File: src/rtl/normalizer.sv
// Iterative normalizer: shifts an operand left one bit per cycle until its
// leading bit (logical) or sign boundary (signed) reaches bit 15.
module normalizer #(
  parameter int WIDTH = 16
) (
  input  logic             clk,
  input  logic             rst,
  input  logic             in_valid,
  output logic             in_ready,
  input  logic [WIDTH-1:0] x,
  input  logic             arith,
  output logic             out_valid,
  input  logic             out_ready,
  output logic [WIDTH-1:0] y,
  output logic [3:0]       off,
  output logic             zero
);

  localparam logic [1:0] IDLE = 2'd0;
  localparam logic [1:0] SCAN = 2'd1;
  localparam logic [1:0] DONE = 2'd2;

  logic [1:0]       state;
  logic [WIDTH-1:0] work;
  logic [3:0]       count;
  logic             mode;
  logic             zero_acc;
  logic [WIDTH-1:0] y_q;
  logic [3:0]       off_q;
  logic             zero_q;
  logic             stop;

  // Result registers are separate from the working register so the visible
  // outputs hold their last values while a new operand is being scanned.
  always_comb begin
    stop = 1'b0;
    if (count == 4'd15)
      stop = 1'b1;
    else if (mode)
      stop = work[WIDTH-1] ^ work[WIDTH-2];
    else
      stop = work[WIDTH-1];
  end

  always_ff @(posedge clk) begin
    if (rst) begin
      state    <= IDLE;
      work     <= '0;
      count    <= '0;
      mode     <= 1'b0;
      zero_acc <= 1'b0;
      y_q      <= '0;
      off_q    <= '0;
      zero_q   <= 1'b0;
    end else begin
      case (state)
        IDLE: begin
          if (in_valid) begin
            work     <= x;
            count    <= '0;
            mode     <= arith;
            zero_acc <= (x == '0);
            state    <= SCAN;
          end
        end
        SCAN: begin
          if (stop) begin
            y_q    <= work;
            off_q  <= count;
            zero_q <= zero_acc;
            state  <= DONE;
          end else begin
            work  <= {work[WIDTH-2:0], 1'b0};
            count <= count + 4'd1;
          end
        end
        DONE: begin
          if (out_ready)
            state <= IDLE;
        end
        default: state <= IDLE;
      endcase
    end
  end

  assign in_ready  = (state == IDLE);
  assign out_valid = (state == DONE);
  assign y         = y_q;
  assign off       = off_q;
  assign zero      = zero_q;

endmodule

File: config.mk
export PLATFORM = sky130hd
export DESIGN_NAME = normalizer
export DESIGN_NICKNAME = d
export VERILOG_FILES = /design/src/rtl/normalizer.sv
export SDC_FILE = /design/constraint.sdc
export NUM_CORES = 1
export LEC_CHECK = 0
export ABC_AREA = 1
export BUFFER_PORTS_ARGS = -buffer_cell sky130_fd_sc_hd__buf_4
export CORE_MARGIN = 5
export CORE_UTILIZATION = 45
export CTS_BUF_LIST = sky130_fd_sc_hd__clkbuf_2 sky130_fd_sc_hd__clkbuf_4 sky130_fd_sc_hd__clkbuf_8
export DETAILED_ROUTE_END_ITERATION = 16
export PLACE_DENSITY = 0.68
export SLEW_MARGIN = 20
export SYNTH_ARGS = -nofsm -noshare
export SYNTH_HDL_FRONTEND = slang
export SYNTH_SLANG_ARGS = --single-unit
File: constraint.sdc
create_clock -name clk -period 1.85 [get_ports clk]
set_input_delay 0.0925 -clock clk [delete_from_list [all_inputs] [get_ports clk]]
set_output_delay 0.0925 -clock clk [all_outputs]
set_load 0.01 [all_outputs]
==> results.cfg <==
[timing]
clock.fmax_mhz = 612
finalSetupViolations = 0
hold_viol = 0
setup-tns-final_ps = 0
fin_crit_sh_pct = 88.3
post-route-min-period_ps = 1630
finClkSkew_ps = 8.30
rsz0062_at_grt = no
hold_slack_ps = 19.4
slew_headroom_pct = 75.3
slew_viol_final = 0
worst_slew_pin_slew_ps = 369

[clock_tree]
holdBufCountCts = 0
post_cts_buffers = 0
ctsHtreeMaxLevel = 2
cts.sinks = 45
cts-resized-gates = 0
clockBufferDepth = 2
cts_tree = built
clock-root-buffer = clkbuf_8
clkTransAtPathRegs_ps = 90
cts_made_buffers = 5
clock_latency_ps = 300

[critical_path]
cp_data_required_time_ps = 2040
worst_path_max_delay_cell = dfxtp_1
endpoint = off[1]
crit_type = reg2reg
worst-r2r-cell-count = 7
rr_endpoint = off[1]
critPathCaptureType = flop
reg2reg_slack_ps = 220
crit_start = count[0]
start_kind = flop
slowest_delay_ps = 420
r2r_start = count[0]
cp_cell_sequence = ha_1 -> nand3_1 -> nand3_1 -> nand2_1 -> buf_4 -> o21ai_0 -> nor2_1
critPathMaxFanout = 11
path_common_cell = nand3_1
crit_arrival_ps = 1830

[finish]
final_util_pct = 57.3
area_growth_syn_to_layout_pct = 22.7
register_area_um2 = 901
fill_cells = 452
drive_above_1_share_pct = 19.8
fin_nets = 365
stdcell_area_um2 = 2510
multi_input_area_um2 = 946
antennaDiodeCount = 0

[floorplanning]
core_area_um2 = 4380
dieArea_um2 = 6000
rows = 24
die_h_um = 77.4
top_level_ports = 44
die_w_um = 77.4
initial_utilization_pct = 46.7

[synthesis]
async_flop_share_pct = 0
synthAdderAreaFrac_pct = 0.611
synth_area_per_cell_um2 = 6.82
muxShareOfSynthArea_pct = 0
ys_seq_area_share_pct = 44.0
yosysUniqueCellTypes = 21
synth_top_family_by_area = simple AND/OR/NAND/NOR gates
synth_seq_cells = 45
synth_xor_area_share_pct = 0.428
netlist_area_um2 = 2050
ys_top_cells_by_count = nor2_1, nand2_1, dfxtp_1
yosysMostFrequentCell = nor2_1
synthCells = 300
synthFlopType = dfxtp_1
synth_area_leader_cell = dfxtp_1
synthSimpleGateAreaFrac_pct = 35.5
yosysTopAreaCellShare_pct = 44.0
synth_area_leaders = dfxtp_1, nor2_1, nand2_1
yosys_warnings = 0
synth_edf_count = 0
syn_nets = 322
synth_compound_area_share_pct = 9.66

[place]
gp_congestion = 0.876
port_buffers = 43
dp_hpwl_um = 3500
postPlaceCellArea_um2 = 2400

[min_path]
hold_class = in2reg

[global_routing]
grt_pass1_wl_um = 8390
antenna_found_initial = 0
grt_usage_pct = 16.9
grt_overflow_total = 0
grt_max_degree = 24
first_global_vias = 1855

[route]
via_per_inst = 4.91
postRouteAntennaNets = 0
first_pass_iters = 4
drt-initial-drc-count = 173
route.vias.total = 1944
route.detailed.drc = 0
wl_per_cell_um = 12.2
routed_wl_um = 4850

[run]
maxCapViolCount = 0

[power]
ir_worst_vdd_v = 0.000580
p_leak_uw = 0.00116
power_density_nw_per_um2 = 960

[run_status]
outcome = complete, no violations
[worst min-delay path by stage]
stage                          end  slack (ps)  cells past startpoint  startpoint
final                     count[3]          20                      2         rst
after CTS                 count[3]          20                      2         rst
after global placement    count[3]         330                      2         rst
after floorplan            work[0]         240                      2        x[0]
after detailed placement  count[3]         330                      2         rst
after global routing      count[3]          30                      2         rst
[state kept, by name, summed over array words and instances, names as in the netlist]
signal / count
count: 4
mode: 1
off: 4
state: 2
work: 16
y: 16
zero: 1
zero_acc: 1
[routing by layer]
layer	share of wire (%)	global-route usage, %	routed length, um	vias to the layer above
met3	6.9	3.70	335	9
met2	45	26.1	2190	69
met4	1.8	7.22	85	0
met1	46	22.6	2240	842
met5	0	0	0	-
li1	-	-	-	1024
[where the power goes]
group          switching (uW)  leakage [uW]  internal [uW]
clock                     344     0.0000543            404
sequential               52.9      0.000368           1060
combinational             318      0.000738            227
total                     715       0.00116           1690
[stage by stage]
step | power [uW] | std cells | setup slack [ps]
floorplan | 1510 | 300 | 509
global placement | 1680 | 388 | 387
detailed placement | 1690 | 388 | 262
CTS | 2420 | 396 | 240
global route | 2570 | 396 | 78.2
finish | 2410 | 396 | 217
[logic make-up after synthesis]
logic type                 count (synthesis)
xor gates and xnor gates                   1
DFF                                       45
adders and majority gates                  1
AOI/OAI and AO/OA                         39
and+or+nand+nor                          174
buffers and inverters                     40
[final cells by class]
cell class | instances | area share (%)
Clock buffer | 5 | 2.74
Clock inverter | 3 | 1.84
Inverter | 23 | 3.44
Multi-Input combinational cell | 215 | 37.7
Sequential cell | 45 | 35.9
Tap cell | 52 | 2.59
Timing Repair Buffer | 53 | 15.8
[cells in the final DEF, fill, tap and decap left out, types with 2 or more instances in the layout]
master    netlist  final
nor2_1         93     93
inv_1          20     20
nand2_1        50     50
nand3b_1        3      3
nand3_1        21     21
o21ai_0        34     34
nand2_2         2      2
clkbuf_8        0      5
dfxtp_1        45     45
a21oi_1         4      4
inv_2           3      3
nand4_1         2      2
buf_4           0     53
[worst max-delay path, delay by kind of cell, from the launching register on]
family,cells,cell delay [ps]
and+or+nand+nor,4,450
buffers and inverters,1,200
AOI/OAI and AO/OA,1,230
adders and majority gates,1,220
DFF,1,420
No activity file was read; power rests on OpenSTA's default activity.
